File: src/rtl/hilo_pkg.sv
// Shared definitions for the HI/LO multiply/divide sequencer: op codes,
// FSM state encoding and the default datapath width.
package hilo_pkg;

    localparam int DEFAULT_WIDTH = 32;

    localparam logic [2:0] OP_MULT  = 3'b000;
    localparam logic [2:0] OP_MULTU = 3'b001;
    localparam logic [2:0] OP_DIV   = 3'b010;
    localparam logic [2:0] OP_DIVU  = 3'b011;
    localparam logic [2:0] OP_MTHI  = 3'b100;
    localparam logic [2:0] OP_MTLO  = 3'b101;

    typedef enum logic [1:0] {
        ST_IDLE = 2'd0,
        ST_MUL  = 2'd1,
        ST_DIV  = 2'd2,
        ST_FIX  = 2'd3
    } state_t;

    // Codes 000..011 are the iterative ops; bit 1 selects divide, bit 0 unsigned.
    function automatic logic is_muldiv(input logic [2:0] op);
        return (op[2] == 1'b0);
    endfunction

endpackage

File: src/rtl/hilo_muldiv_seq_if.sv
// Bundle between the CPU datapath (master) and the HI/LO sequencer (slave).
interface hilo_muldiv_seq_if #(
    parameter int WIDTH = hilo_pkg::DEFAULT_WIDTH
);
    logic             start;
    logic [2:0]       op;
    logic [WIDTH-1:0] a;
    logic [WIDTH-1:0] b;
    logic             stall;
    logic             busy;
    logic             done;
    logic [WIDTH-1:0] hi;
    logic [WIDTH-1:0] lo;

    modport master (
        output start, op, a, b,
        input  stall, busy, done, hi, lo
    );

    modport slave (
        input  start, op, a, b,
        output stall, busy, done, hi, lo
    );
endinterface

File: src/rtl/muldiv_iter_core.sv
// Iterative datapath: shift-add multiplier and restoring divider on operand
// magnitudes, plus the final sign correction and divide-by-zero result.
module muldiv_iter_core
    import hilo_pkg::*;
#(
    parameter int WIDTH = DEFAULT_WIDTH
) (
    input  logic             clk,
    input  logic             rst,
    input  logic             load,
    input  logic             step,
    input  logic             is_div,
    input  logic             is_signed,
    input  logic [WIDTH-1:0] a,
    input  logic [WIDTH-1:0] b,
    output logic             last,
    output logic [WIDTH-1:0] result_hi,
    output logic [WIDTH-1:0] result_lo
);
    localparam int CW = $clog2(WIDTH) + 1;

    logic [CW-1:0]      count_reg;
    logic [2*WIDTH-1:0] acc_reg;     // {partial product, remaining multiplier}
    logic [WIDTH-1:0]   opnd_reg;    // multiplicand or divisor magnitude
    logic [WIDTH-1:0]   rem_reg;
    logic [WIDTH-1:0]   quot_reg;    // dividend bits shift out, quotient bits shift in
    logic [WIDTH-1:0]   a_raw_reg;   // untouched dividend for the divide-by-zero result
    logic               div_zero_reg;
    logic               div_reg;
    logic               signed_reg;
    logic               sign_a_reg;
    logic               sign_b_reg;

    logic [WIDTH-1:0] a_mag;
    logic [WIDTH-1:0] b_mag;
    logic [WIDTH:0]   acc_sum;
    logic [WIDTH:0]   rem_shift;
    logic [WIDTH:0]   rem_trial;

    // The most negative value maps onto itself, which reads correctly as an
    // unsigned magnitude of 2^(WIDTH-1).
    assign a_mag = (is_signed && a[WIDTH-1]) ? (~a + 1'b1) : a;
    assign b_mag = (is_signed && b[WIDTH-1]) ? (~b + 1'b1) : b;

    // Carry out of the upper-half add lands in the top bit after the shift.
    assign acc_sum   = {1'b0, acc_reg[2*WIDTH-1:WIDTH]} + {1'b0, opnd_reg};
    assign rem_shift = {rem_reg, quot_reg[WIDTH-1]};
    assign rem_trial = rem_shift - {1'b0, opnd_reg};

    assign last = (count_reg == CW'(WIDTH - 1));

    // Operand latch on load, one multiply or divide step per cycle on step.
    always_ff @(posedge clk) begin
        if (!rst) begin
            count_reg    <= '0;
            acc_reg      <= '0;
            opnd_reg     <= '0;
            rem_reg      <= '0;
            quot_reg     <= '0;
            a_raw_reg    <= '0;
            div_zero_reg <= 1'b0;
            div_reg      <= 1'b0;
            signed_reg   <= 1'b0;
            sign_a_reg   <= 1'b0;
            sign_b_reg   <= 1'b0;
        end else if (load) begin
            count_reg    <= '0;
            acc_reg      <= is_div ? '0 : {{WIDTH{1'b0}}, b_mag};
            opnd_reg     <= is_div ? b_mag : a_mag;
            rem_reg      <= '0;
            quot_reg     <= is_div ? a_mag : '0;
            a_raw_reg    <= a;
            div_zero_reg <= (b == '0);
            div_reg      <= is_div;
            signed_reg   <= is_signed;
            sign_a_reg   <= a[WIDTH-1];
            sign_b_reg   <= b[WIDTH-1];
        end else if (step) begin
            count_reg <= count_reg + CW'(1);
            if (div_reg) begin
                if (!rem_trial[WIDTH]) begin
                    rem_reg  <= rem_trial[WIDTH-1:0];
                    quot_reg <= {quot_reg[WIDTH-2:0], 1'b1};
                end else begin
                    rem_reg  <= rem_shift[WIDTH-1:0];
                    quot_reg <= {quot_reg[WIDTH-2:0], 1'b0};
                end
            end else begin
                if (acc_reg[0]) begin
                    acc_reg <= {acc_sum, acc_reg[WIDTH-1:1]};
                end else begin
                    acc_reg <= {1'b0, acc_reg[2*WIDTH-1:1]};
                end
            end
        end
    end

    logic               neg_q;
    logic               neg_r;
    logic [2*WIDTH-1:0] prod;
    logic [WIDTH-1:0]   quot_fix;
    logic [WIDTH-1:0]   rem_fix;

    // Sign correction of the magnitude results, selected by op kind.
    always_comb begin
        neg_q    = signed_reg && (sign_a_reg != sign_b_reg);
        neg_r    = signed_reg && sign_a_reg;
        prod     = neg_q ? (~acc_reg + 1'b1) : acc_reg;
        quot_fix = neg_q ? (~quot_reg + 1'b1) : quot_reg;
        rem_fix  = neg_r ? (~rem_reg + 1'b1) : rem_reg;
        result_hi = prod[2*WIDTH-1:WIDTH];
        result_lo = prod[WIDTH-1:0];
        if (div_reg) begin
            if (div_zero_reg) begin
                result_hi = a_raw_reg;
                result_lo = '1;
            end else begin
                result_hi = rem_fix;
                result_lo = quot_fix;
            end
        end
    end

endmodule

File: src/rtl/hilo_muldiv_seq.sv
// HI/LO owner for the single-cycle CPU: sequences iterative MULT/DIV ops,
// stalls the pipeline while they run, and handles MTHI/MTLO directly.
module hilo_muldiv_seq
    import hilo_pkg::*;
#(
    parameter int WIDTH = DEFAULT_WIDTH
) (
    input logic                clk,
    input logic                rst,
    hilo_muldiv_seq_if.slave   bus
);
    state_t state_reg;
    state_t state_next;

    logic             busy_reg;
    logic             done_reg;
    logic [WIDTH-1:0] hi_reg;
    logic [WIDTH-1:0] lo_reg;

    logic             issue_ok;
    logic             load;
    logic             step;
    logic             fix;
    logic             write_hi;
    logic             write_lo;
    logic             last;
    logic [WIDTH-1:0] result_hi;
    logic [WIDTH-1:0] result_lo;

    // A held start during the done cycle belongs to the retiring instruction.
    assign issue_ok = (state_reg == ST_IDLE) && bus.start && !done_reg;

    muldiv_iter_core #(
        .WIDTH(WIDTH)
    ) u_core (
        .clk       (clk),
        .rst       (rst),
        .load      (load),
        .step      (step),
        .is_div    (bus.op[1]),
        .is_signed (!bus.op[0]),
        .a         (bus.a),
        .b         (bus.b),
        .last      (last),
        .result_hi (result_hi),
        .result_lo (result_lo)
    );

    // State register.
    always_ff @(posedge clk) begin
        if (!rst) begin
            state_reg <= ST_IDLE;
        end else begin
            state_reg <= state_next;
        end
    end

    // Next-state and datapath controls.
    always_comb begin
        state_next = state_reg;
        load       = 1'b0;
        step       = 1'b0;
        fix        = 1'b0;
        write_hi   = 1'b0;
        write_lo   = 1'b0;
        case (state_reg)
            ST_IDLE: begin
                if (issue_ok) begin
                    case (bus.op)
                        OP_MULT, OP_MULTU: begin
                            load       = 1'b1;
                            state_next = ST_MUL;
                        end
                        OP_DIV, OP_DIVU: begin
                            load       = 1'b1;
                            state_next = ST_DIV;
                        end
                        OP_MTHI: write_hi = 1'b1;
                        OP_MTLO: write_lo = 1'b1;
                        default: ;
                    endcase
                end
            end
            ST_MUL, ST_DIV: begin
                step = 1'b1;
                if (last) begin
                    state_next = ST_FIX;
                end
            end
            ST_FIX: begin
                fix        = 1'b1;
                state_next = ST_IDLE;
            end
            default: state_next = ST_IDLE;
        endcase
    end

    // HI/LO registers and the busy/done status flags.
    always_ff @(posedge clk) begin
        if (!rst) begin
            hi_reg   <= '0;
            lo_reg   <= '0;
            busy_reg <= 1'b0;
            done_reg <= 1'b0;
        end else begin
            done_reg <= fix;
            if (load) begin
                busy_reg <= 1'b1;
            end else if (fix) begin
                busy_reg <= 1'b0;
            end
            if (fix) begin
                hi_reg <= result_hi;
                lo_reg <= result_lo;
            end else begin
                if (write_hi) begin
                    hi_reg <= bus.a;
                end
                if (write_lo) begin
                    lo_reg <= bus.a;
                end
            end
        end
    end

    assign bus.stall = rst && ((issue_ok && is_muldiv(bus.op)) || (state_reg != ST_IDLE));
    assign bus.busy  = busy_reg;
    assign bus.done  = done_reg;
    assign bus.hi    = hi_reg;
    assign bus.lo    = lo_reg;

endmodule

File: src/flat_wrapper.sv
// flat-port wrapper written by rule: the top's interface ports become plain ports
module hilo_muldiv_seq_flat import hilo_pkg::*;
#(
    parameter int WIDTH = DEFAULT_WIDTH
)
  (clk, rst, bus_start, bus_op, bus_a, bus_b, bus_stall, bus_busy, bus_done, bus_hi, bus_lo);
  hilo_muldiv_seq_if #(.WIDTH(WIDTH)) bus_i ();
  input logic clk;
  input logic rst;
  input wire logic [$bits(bus_i.start)-1:0] bus_start;
  input wire logic [$bits(bus_i.op)-1:0] bus_op;
  input wire logic [$bits(bus_i.a)-1:0] bus_a;
  input wire logic [$bits(bus_i.b)-1:0] bus_b;
  output wire logic [$bits(bus_i.stall)-1:0] bus_stall;
  output wire logic [$bits(bus_i.busy)-1:0] bus_busy;
  output wire logic [$bits(bus_i.done)-1:0] bus_done;
  output wire logic [$bits(bus_i.hi)-1:0] bus_hi;
  output wire logic [$bits(bus_i.lo)-1:0] bus_lo;
  assign bus_i.start = bus_start;
  assign bus_i.op = bus_op;
  assign bus_i.a = bus_a;
  assign bus_i.b = bus_b;
  assign bus_stall = bus_i.stall;
  assign bus_busy = bus_i.busy;
  assign bus_done = bus_i.done;
  assign bus_hi = bus_i.hi;
  assign bus_lo = bus_i.lo;
  hilo_muldiv_seq #(.WIDTH(WIDTH)) u_core (.clk(clk), .rst(rst), .bus(bus_i));
endmodule
File: config.mk
export PLATFORM = sky130hd
export DESIGN_NAME = hilo_muldiv_seq_flat
export DESIGN_NICKNAME = d
export VERILOG_FILES = /design/src/rtl/hilo_pkg.sv /design/src/rtl/hilo_muldiv_seq_if.sv /design/src/rtl/muldiv_iter_core.sv /design/src/rtl/hilo_muldiv_seq.sv /design/src/flat_wrapper.sv
export SDC_FILE = /design/constraint.sdc
export NUM_CORES = 1
export LEC_CHECK = 0
export CAP_MARGIN = 0
export CORE_AREA = 2 2 191 193
export DETAILED_ROUTE_END_ITERATION = 10
export DIE_AREA = 0 0 193 195
export PLACE_DENSITY = 0.77
export SLEW_MARGIN = 20
export SYNTH_ARGS = -nofsm -noshare
export SYNTH_HDL_FRONTEND = slang
export SYNTH_SLANG_ARGS = --single-unit
File: constraint.sdc
create_clock -name clk -period 3.2 [get_ports clk]
set_clock_uncertainty 0.2 [all_clocks]
set_input_delay 0.64 -clock clk [delete_from_list [all_inputs] [get_ports clk]]
set_output_delay 0.64 -clock clk [all_outputs]
set_load 0.005 [all_outputs]
==> impl_results.md, run 1 <==
- Clock sink count: 270
- Post-layout util: 0.736
- I/O pin count: 137
- Vias per cell: 6.42
- Wire per inst: 23.5 um
- H-tree depth: 1
- ANT cells: 0
- Vias in the first global route: 20300
- DRC viols: 0
- Inserted Clock Buffers: 30
- Critical path class: register to register
- Synthesized cell area: 19300 um^2
- Initial drt markers: 2725
- Reg2Reg Capture Point: u_core.bus.hi[15]
- CTS tree: yes
- Number of synthesized flops with an enable pin: 0
- Nets: 3127
- Setup WS post-layout: -0.166 ns
- Area growth, synth to finish: 35.3%
- Path depth of the worst reg2reg path: 9
- Hold path cells: 2
- Synthesized net count: 2688
- Clock Pin Slew Worst Setup and Hold Paths: 0.07 ns
- Most frequent cells in the layout: buf_4, nand2_1, a21oi_1, dfxtp_1, o21ai_0
- Main flop type after synthesis: dfxtp_1
- Post-synthesis sequential area ratio: 0.281
- Placement Setup Slack: -0.607 ns
- Number of iterations in the first detailed-routing pass: 8
- Port buffer count: 136
- RePlAce Congestion: 1.06
- Max reg flops: 64
- Hold EP: u_core.u_core.a_raw_reg[16]
- Worst Hold Slack: 0.259 ns
- Worst-Skew Late Latency: 0.58 ns
- Rows: 69
- Layout cells sized above 1: 0.237
- CTS Root Cell: clkbuf_16
- CP required: 3.43 ns
- Total power: 16.9 mW
- Final setup viols: 12
- Cells after Synth: 2543
- Slowest-stage cell, CP: or4_4
- Clock period minus final worst setup slack: 3.37 ns
- First-pass GRT wire length: 120 mm
- RSZ-0062 raised after global routing: true
- Routed wire length: 81.5 mm
- Die area: 37600 um^2
- Worst EP arrival: 3.59 ns
- Initial antenna violation count: 0
- Crit. End Element: register
- Ranking of synthesized cells by area: dfxtp_1, a21oi_1, xnor2_1
- Worst-path cell chain: or4_4, or4_4, or3_4, or3_4, or3_4, o21ai_4, xnor2_2, o211ai_1, o21ai_1
- Crit path launch type: register
- Final ANT Viol Nets: 0
- Peak VDD IR: 754 uV
- Post-layout instance count excluding filler cells: 3467
- Max_slew headroom: 0.356
- Post-synth cell types: 72
- CP most frequent cell: or3_4
- Hold Crit Start: u_core.u_core.a_raw_reg[16]
- Grt ovf: 0
- Least-Margin Pin Slew: 0.963 ns
- # placed instances: 3394
- Fmax: 297 MHz
- Hold Fails Final Rpt: 0
- Fin crit share: 1.05
- PD cells: 650 nW/um^2
- Worst Hold Class: register to register
- Max incr delay on CP: 0.55 ns
- Outcome: finished with violations
- Avg Inst Size Synth: 7.58 um^2
- Commonest non-fill, non-tap cell in the layout: buf_4
- Via count: 22300
- Reg2reg setup slack: -0.17 ns
- Die Span Y: 195 um
- Critical path peak fanout: 3
- Initial Utilization: 0.544
- Final slew viol count: 0
- Synth top area share: 0.281
- Synthesis-stage register bit count: 270
- Largest net degree at the start of global routing: 86
- FF-to-FF Start: u_core.u_core.acc_reg[35]
- CTS max path bufs: 3
- Core ar.: 35400 um^2
- GRT Util Overall: 0.415
- Die X: 193 um
- Max-cap violations: 0
- Yosys warns: 0
- Post-detail-place hpwl: 61.1 mm
- Ys async rst share: 0
- Leakage Power: 10.8 nW
- Failing checks: negative setup slack
- Dominant cell type by area after synthesis: dfxtp_1
## power by group
part,leakage (nW),switching (mW),internal [mW],total (mW)
clock network,0.491,1.56,2.05,3.60
registers,2.21,0.558,3.87,4.43
logic,8.10,5.02,3.89,8.90
total,10.8,7.13,9.81,16.9
## layer usage
layer / up-vias / GRT usage / routed length, um
met5: - / 0 / 0
met4: 0 / 0.172 / 4030
met3: 216 / 0.0945 / 11300
met2: 1478 / 0.594 / 32900
met1: 10500 / 0.597 / 33200
li1: 10000 / - / -
## logic make-up (layout without fill, tap and decap cells)
logic type	after synthesis	count (layout)	share of synthesized area
AOI/OAI and AO/OA	846	846	0.271
xor gates and xnor gates	239	239	0.109
adders and majority gates	75	75	0.0495
buffers and inverters	238	701	0.0466
DFF	270	270	0.281
muxes	116	116	0.0627
and+or+nand+nor	759	759	0.182
## cells in the mapped netlist, types with 13 or more instances
library cell / number
a21oi_1: 261
and2_1: 19
nand2b_1: 21
a21boi_0: 15
o31ai_1: 32
nand4_1: 17
nor4_1: 22
nor3_1: 42
nor2b_1: 23
xor2_1: 101
nand3_1: 32
o22ai_1: 52
a21o_1: 36
dfxtp_1: 270
a22oi_1: 14
o211ai_1: 39
mux2_2: 38
ha_1: 73
xnor2_1: 138
o41ai_1: 14
or4_1: 17
a211oi_1: 40
o211a_1: 16
o21bai_1: 15
o21ai_0: 222
buf_1: 14
a221oi_1: 16
or3_1: 22
nand2_1: 296
nor2_1: 203
mux2i_1: 78
inv_1: 71
a31oi_1: 18
o221ai_1: 13
clkbuf_1: 146
## how the worst max path moves through the flow
stage                                   start                    endpoint  cells after the start
detailed placement                   bus_a[3]  u_core.u_core.opnd_reg[31]                      9
global placement                     bus_a[3]  u_core.u_core.opnd_reg[31]                      9
global route        u_core.u_core.acc_reg[35]           u_core.bus.hi[15]                      9
finish              u_core.u_core.acc_reg[35]           u_core.bus.hi[15]                      9
CTS                 u_core.u_core.acc_reg[35]           u_core.bus.hi[15]                      9
floorplan                            bus_a[3]  u_core.u_core.opnd_reg[27]                     10
## area by class of cell
cell class	count	area, um^2
clock buffer	40	860
clock inverter	16	151
fill	2739	9330
inverter	75	285
multi-input combinational	2035	13900
sequential	270	5450
tap	461	577
timing repair buffer	570	4800
## metrics by stage
stage                     instance area [um^2]  setup TNS [ns]
final                                    26100          -0.870
after global routing                     26100           -2.19
after floorplan                          19300         -0.0323
after detailed placement                 23900          -32.77
after CTS                                25400          -0.373
after global placement                   23900          -25.72
## what timing repair did
| action | in CTS | in global routing |
|---|---|---|
| hold buffers | 0 | 0 |
| pin swaps | 28 | 53 |
| cloned | 2 | 0 |
| endpoints found under the setup margin | 60 | 97 |
| resized for setup | 90 | 123 |
| setup buffers | 6 | 13 |
## worst max-delay path, delay by kind of cell, from the launching register on
family,cells,cell delay (ns)
AND/OR/NAND/NOR,5,2.09
AO/OA/AOI/OAI,3,0.51
flip-flops,1,0.32
XOR/XNOR,1,0.11
Note: power is estimated with default switching activity, not from simulation.
==> run 2: changes to the inputs <==
==> constraint.sdc (replaced) <==
create_clock -name clk -period 3.2 [get_ports clk]
set_clock_uncertainty 0.2 [all_clocks]
set_input_delay 0.96 -clock clk [delete_from_list [all_inputs] [get_ports clk]]
set_output_delay 0.96 -clock clk [all_outputs]
set_load 0.005 [all_outputs]
==> impl_results.md, run 2 (synthesis results as in run 1) <==
- Failing checks: negative setup slack
- # hold bufs at CTS: 0 (unchanged)
- Port buffer count: 136 (unchanged)
- First-pass GRT wire length: 120 mm (+0.39%)
- Outcome: finished with violations
- Wire per inst: 23.7 um (+0.83%)
- Reg2reg setup slack: -0.20 ns (-0.03 ns)
- Initial drt markers: 2869 (+5.3%)
- Max-cap violations: 0 (unchanged)
- Worst Hold Class: register to register
- Worst-path cell chain: or4_4, or4_4, or3_4, or3_4, or3_4, o21ai_4, xnor2_2, o211ai_1, o21ai_1
- CP most frequent cell: or3_4
- Routed wire length: 82.4 mm (+1.2%)
- RSZ-0062 raised after global routing: true
- Initial Utilization: 0.544 (unchanged)
- Die area: 37600 um^2 (unchanged)
- Leakage Power: 11.0 nW (+1.7%)
- Critical path peak fanout: 4 (+1)
- PD cells: 658 nW/um^2 (+1.3%)
- Clock sink count: 270 (unchanged)
- CTS max path bufs: 3 (unchanged)
- Critical path class: register to register
- Inserted Clock Buffers: 34 (+13%)
- Core ar.: 35400 um^2 (unchanged)
- Layout cells sized above 1: 0.232 (-0.00492)
- Peak VDD IR: 547 uV (-27%)
- Vias per cell: 6.45 (+0.45%)
- Worst-Skew Late Latency: 0.56 ns (-0.02 ns)
- Hold path cells: 2 (unchanged)
- Max reg flops: 64 (unchanged)
- Crit. End Element: register
- Reg2Reg Capture Point: u_core.bus.hi[15]
- Number of iterations in the first detailed-routing pass: 8 (unchanged)
- Clock Pin Slew Worst Setup and Hold Paths: 0.06 ns (about the same)
- Largest net degree at the start of global routing: 76 (-12%)
- Hold Crit Start: u_core.u_core.a_raw_reg[13]
- Via count: 22400 (+0.80%)
- Fin crit share: 1.06 (+0.0105)
- Final ANT Viol Nets: 0 (unchanged)
- GRT Util Overall: 0.420 (+0.00467)
- CP required: 3.42 ns (about the same)
- Post-layout util: 0.742 (+0.00562)
- CTS tree: yes
- RePlAce Congestion: 1.03 (-3.5%)
- Rows: 69 (unchanged)
- Clock period minus final worst setup slack: 3.40 ns (+0.0335 ns)
- CP delay by family, top: simple AND/OR/NAND/NOR gates
- Area growth, synth to finish: 36.3%
- Final slew viol count: 0 (unchanged)
- Most frequent cells in the layout: buf_4, nand2_1, dfxtp_1, a21oi_1, nor2_1
- FF-to-FF Start: u_core.u_core.acc_reg[35]
- Worst EP arrival: 3.62 ns (+0.03 ns)
- I/O pin count: 137 (unchanged)
- Final setup viols: 18 (+6)
- Hold EP: u_core.u_core.a_raw_reg[13]
- Least-Margin Pin Slew: 0.961 ns (-0.00147 ns)
- Slowest-stage cell, CP: or4_4
- Placement Setup Slack: -0.921 ns (-0.314 ns)
- Nets: 3137 (+0.32%)
- Max_slew headroom: 0.357 (+0.000984)
- Die X: 193 um (unchanged)
- Initial antenna violation count: 1 (+1)
- Setup WS post-layout: -0.200 ns (-0.0335 ns)
- Worst Hold Slack: 0.255 ns (-0.00471 ns)
- H-tree depth: 2 (+1)
- Crit path launch type: register
- Commonest non-fill, non-tap cell in the layout: buf_4
- Hold Fails Final Rpt: 0 (unchanged)
- Die Span Y: 195 um (unchanged)
- Fmax: 294 MHz (-0.99%)
- Max incr delay on CP: 0.54 ns (about the same)
- DRC viols: 0 (unchanged)
- CTS Root Cell: clkbuf_16
- Buf/Inv on CP: 0 (unchanged)
- Post-detail-place hpwl: 61.1 mm (about the same)
- Vias in the first global route: 20600 (+1.3%)
- ANT cells: 0 (unchanged)
- Grt ovf: 0 (unchanged)
- Path depth of the worst reg2reg path: 9 (unchanged)
-- run 2: changes by cell type in the layout (fill, tap and decap cells not counted), moves of 6 or more --
cell and change:
inv_1 +6, ha_4 -8, dfxtp_2 -11, ha_1 +12, buf_6 +7, clkbuf_16 +6, dfxtp_1 +13, clkdlybuf4s50_1 -10
-- run 2: area by class of cell --
cell class                 instances  area [um^2]
multi-input combinational       2035        13900
fill                            2730         9140
sequential                       270         5430
timing repair buffer             576         4860
clock buffer                      52         1080
tap                              461          577
inverter                          75          283
clock inverter                    10          100
-- run 2: worst max-delay path by stage --
stage / depth (start not counted) / endpoint / start
final: 9 / u_core.bus.hi[15] / u_core.u_core.acc_reg[35]
after global placement: 10 / u_core.u_core.acc_reg[23] / bus_b[13]
after global routing: 9 / u_core.bus.hi[15] / u_core.u_core.acc_reg[35]
after CTS: 9 / u_core.bus.hi[15] / u_core.u_core.acc_reg[35]
after detailed placement: 9 / u_core.u_core.acc_reg[24] / bus_b[13]
after floorplan: 8 / u_core.u_core.acc_reg[24] / bus_b[13]
-- run 2: what timing repair did --
item	in CTS	in global routing
pin swaps	40	61
gates resized for setup	95	130
setup buffers	12	13
setup endpoints to repair	96	113
-- run 2: tightest hold or removal path: stages (launching register included) --
cell and delay [ns]:
dfxtp_1 0.31, nand2_1 0.05, a21oi_1 0.05
-- run 2: per-layer routing --
layer / GRT usage / share of wire / vias to the layer above
met5: 0 / 0 / -
met4: 0.226 / 0.064 / 0
met3: 0.125 / 0.14 / 268
met2: 0.594 / 0.41 / 1543
met1: 0.571 / 0.39 / 10600
li1: - / - / 10100
-- run 2: through the flow --
step / power (mW) / instance area (um^2) / setup TNS [ns] / std cells
2_1_floorplan: 8.83 / 19400 / -3.31 / 2543
5_1_grt: 18.0 / 26300 / -3.30 / 3479
3_3_place_gp: 12.2 / 24000 / -59.57 / 3394
6_report: 17.3 / 26300 / -1.54 / 3479
3_5_place_dp: 12.4 / 24000 / -68.79 / 3394
4_1_cts: 16.7 / 25600 / -0.500 / 3466
-- run 2: report_power, final --
part	internal [mW]	switching, mW
logic	3.80	4.91
clock network	2.49	1.64
registers	3.87	0.566
==> RTL edit, RTL diff (config.mk and constraints of run 2) <==
Encoding of `state_t`: now Gray code (2 bits for 4 states).
--- a/src/rtl/hilo_pkg.sv
+++ b/src/rtl/hilo_pkg.sv
@@ -12,10 +12,10 @@
     localparam logic [2:0] OP_MTLO  = 3'b101;
 
     typedef enum logic [1:0] {
-        ST_IDLE = 2'd0,
-        ST_MUL  = 2'd1,
-        ST_DIV  = 2'd2,
-        ST_FIX  = 2'd3
+        ST_IDLE = 2'b00,
+        ST_MUL  = 2'b01,
+        ST_DIV  = 2'b11,
+        ST_FIX  = 2'b10
     } state_t;
 
     // Codes 000..011 are the iterative ops; bit 1 selects divide, bit 0 unsigned.
Function: same outputs for any inputs over 4 cycles, from zero or initial values and one cycle with rst low; so few cycles prove little.
==> RTL edit against run 2 <==
  * The run still ends with negative setup slack left
  * Utilization shrank 0.13 points
  * Area after synthesis grew 0.18%
  * Setup slack gained 0.13 ns
  * Non-clock buffer count grew 30
  * Wire length grew 4.7%
  * Sequential cell count is the same
  * Cell area shrank 0.18%
Power is not compared: it rests on default switching activity, and its combinational part moved more than twofold at a synthesized area within 25%.
==> RTL edit: results (changes against run 2) <==
Final layout net count - 3135 (-0.064%)
Worst Path Max Fanout - 8 (+4)
Share of layout cells above drive strength 1 - 22.76% (-0.46 points)
Comb group - 3.32 mW
Reg clk slew, reported paths - 0.06 ns (about the same)
Seq/Total Area, Yosys - 28.00% (-0.049 points)
Drt first-iter violations - 2654 (-7.5%)
Outcome - finished with violations
CTS H-tree depth - 1 (-1)
Finish-stage setup viols - 5 (-13)
Vias in the first global route - 21761 (+5.8%)
Initial antenna violation count - 0 (-1)
First-pass GRT wire length - 128.0 mm (+6.3%)
Root Buffer - clkbuf_16
Synthesized Nets - 2674 (-0.52%)
Routability cong. - 1.010 (-1.6%)
Arr. time, crit path - 3.53 ns (-0.09 ns)
Clk buf depth - 3 (unchanged)
HP Class - register to register
Worst VDD drop - 451.6 µV
Worst-skew pair later-pin latency - 0.60 ns (+0.04 ns)
Post-DP HPWL - 64.87 mm (+6.1%)
1st-pass router iterations - 6 (-2)
Yosys Warn Count - 0 (unchanged)
Most frequent cells after synthesis - nand2_1 (294), dfxtp_1 (270), a21oi_1 (256)
Vias - 22727 (+1.2%)
Clock net power - 4.01 mW
Num CTS Buffers - 31 (-8.8%)
N_diodes - 0 (unchanged)
Largest register FFs - 64 (unchanged)
Failing checks - negative setup slack
DRT Wirelength - 86.28 mm (+4.7%)
Setup WS post-layout - -0.06933 ns (+0.1302 ns)
PortBufs - 136 (unchanged)
Net Sw Frac - 32.60%
Distinct cell type count after synthesis - 82 (+14%)
Prevailing post-synth register cell - dfxtp_1
GRT Overall Usage - 44.51% (+2.5 points)
Pre-CTS setup slack - -0.8897 ns (+0.03142 ns)
Leak Pwr - 10.88 nW
Largest net degree at the start of global routing - 87 (+14%)
Slew @ Worst Pin - 0.7657 ns (-0.1957 ns)
Synth top area cells - dfxtp_1 (28%), a21oi_1 (6.6%), xnor2_1 (6.0%)
Async set or reset register ratio after synthesis - 0% (unchanged)
PD cells - 419.8 nW/µm²
## RTL edit: cell types whose count changed after synthesis, moves of 14 or more
| cell | run 2 | this run |
|---|---|---|
| o221ai_1 | 13 | 34 |
| o211ai_1 | 39 | 21 |
| nor2b_1 | 23 | 43 |
| and2_1 | 19 | 46 |
| nor2_1 | 203 | 173 |
| mux2_2 | 38 | 15 |
| a211oi_1 | 40 | 25 |
| or3_1 | 22 | 8 |
## RTL edit: what timing repair did
| item | in CTS | in global routing |
|---|---|---|
| resized for setup | 71 | 128 |
| setup buffers | 21 | 15 |
| pin swaps | 27 | 63 |
| cloned | 1 | 0 |
| setup endpoints to repair | 68 | 88 |
## RTL edit: worst paths after layout
path	end	depth (start not counted)	startpoint	slack (ns)
max reg2reg	u_core.u_core.rem_reg[7]	13	u_core.u_core.opnd_reg[13]	-0.07
min	u_core.u_core.a_raw_reg[17]	2	u_core.u_core.a_raw_reg[17]	0.25
max	u_core.u_core.rem_reg[7]	13	u_core.u_core.opnd_reg[13]	-0.07
min reg2reg	u_core.u_core.a_raw_reg[17]	2	u_core.u_core.a_raw_reg[17]	0.25
## RTL edit: worst max-delay path, stage by stage (launching register included)
cell	delay (ns)
dfxtp_4	0.38
inv_1	0.08
ha_4	0.25
a21o_1	0.20
a21o_1	0.19
a221oi_2	0.28
buf_4	0.16
a21oi_4	0.07
o21a_1	0.24
o311ai_4	0.31
buf_6	0.23
buf_12	0.16
mux2i_1	0.27
a211oi_1	0.10
## RTL edit: area by class of cell
cell class	instances	area (µm²)
sequential	270	5445
clock buffer	47	915.9
inverter	68	255.2
tap	461	576.8
fill	2703	9183
multi-input combinational	2016	13680
timing repair buffer	606	5120
clock inverter	11	216.5
## RTL edit: cells by family (layout without fill, tap and decap cells)
kind of cell / Yosys count / in the layout / synth area share, %
AO/OA/AOI/OAI: 836 / 836 / 27.19
XOR/XNOR: 230 / 230 / 10.44
adder cells (fa/ha/maj): 72 / 72 / 4.745
buffers and inverters: 246 / 732 / 4.979
flip-flops: 270 / 270 / 28.00
multiplexers: 106 / 106 / 5.594
AND/OR/NAND/NOR: 772 / 772 / 19.05
## RTL edit: per-stage QoR
| step | util [%] | instances | instance area (µm²) | setup TNS (ns) |
|---|---|---|---|---|
| after floorplan | - | 2532 | 19300 | -1.507 |
| after global placement | 67.96 | 3390 | 24050 | -60.63 |
| after detailed placement | 67.96 | 3390 | 24050 | -66.92 |
| after CTS | 72.28 | 3469 | 25580 | -0.05570 |
| after global routing | 74.06 | 3479 | 26210 | -1.647 |
| final | 74.06 | 3479 | 26210 | -0.1766 |
## RTL edit: layer usage
metal	track usage, %	vias to the layer above	wire length (µm)
li1	-	10113	-
met1	55.96	10790	32190
met2	71.74	1467	39090
met3	7.728	357	9194
met4	25.17	0	5813
met5	0	-	0
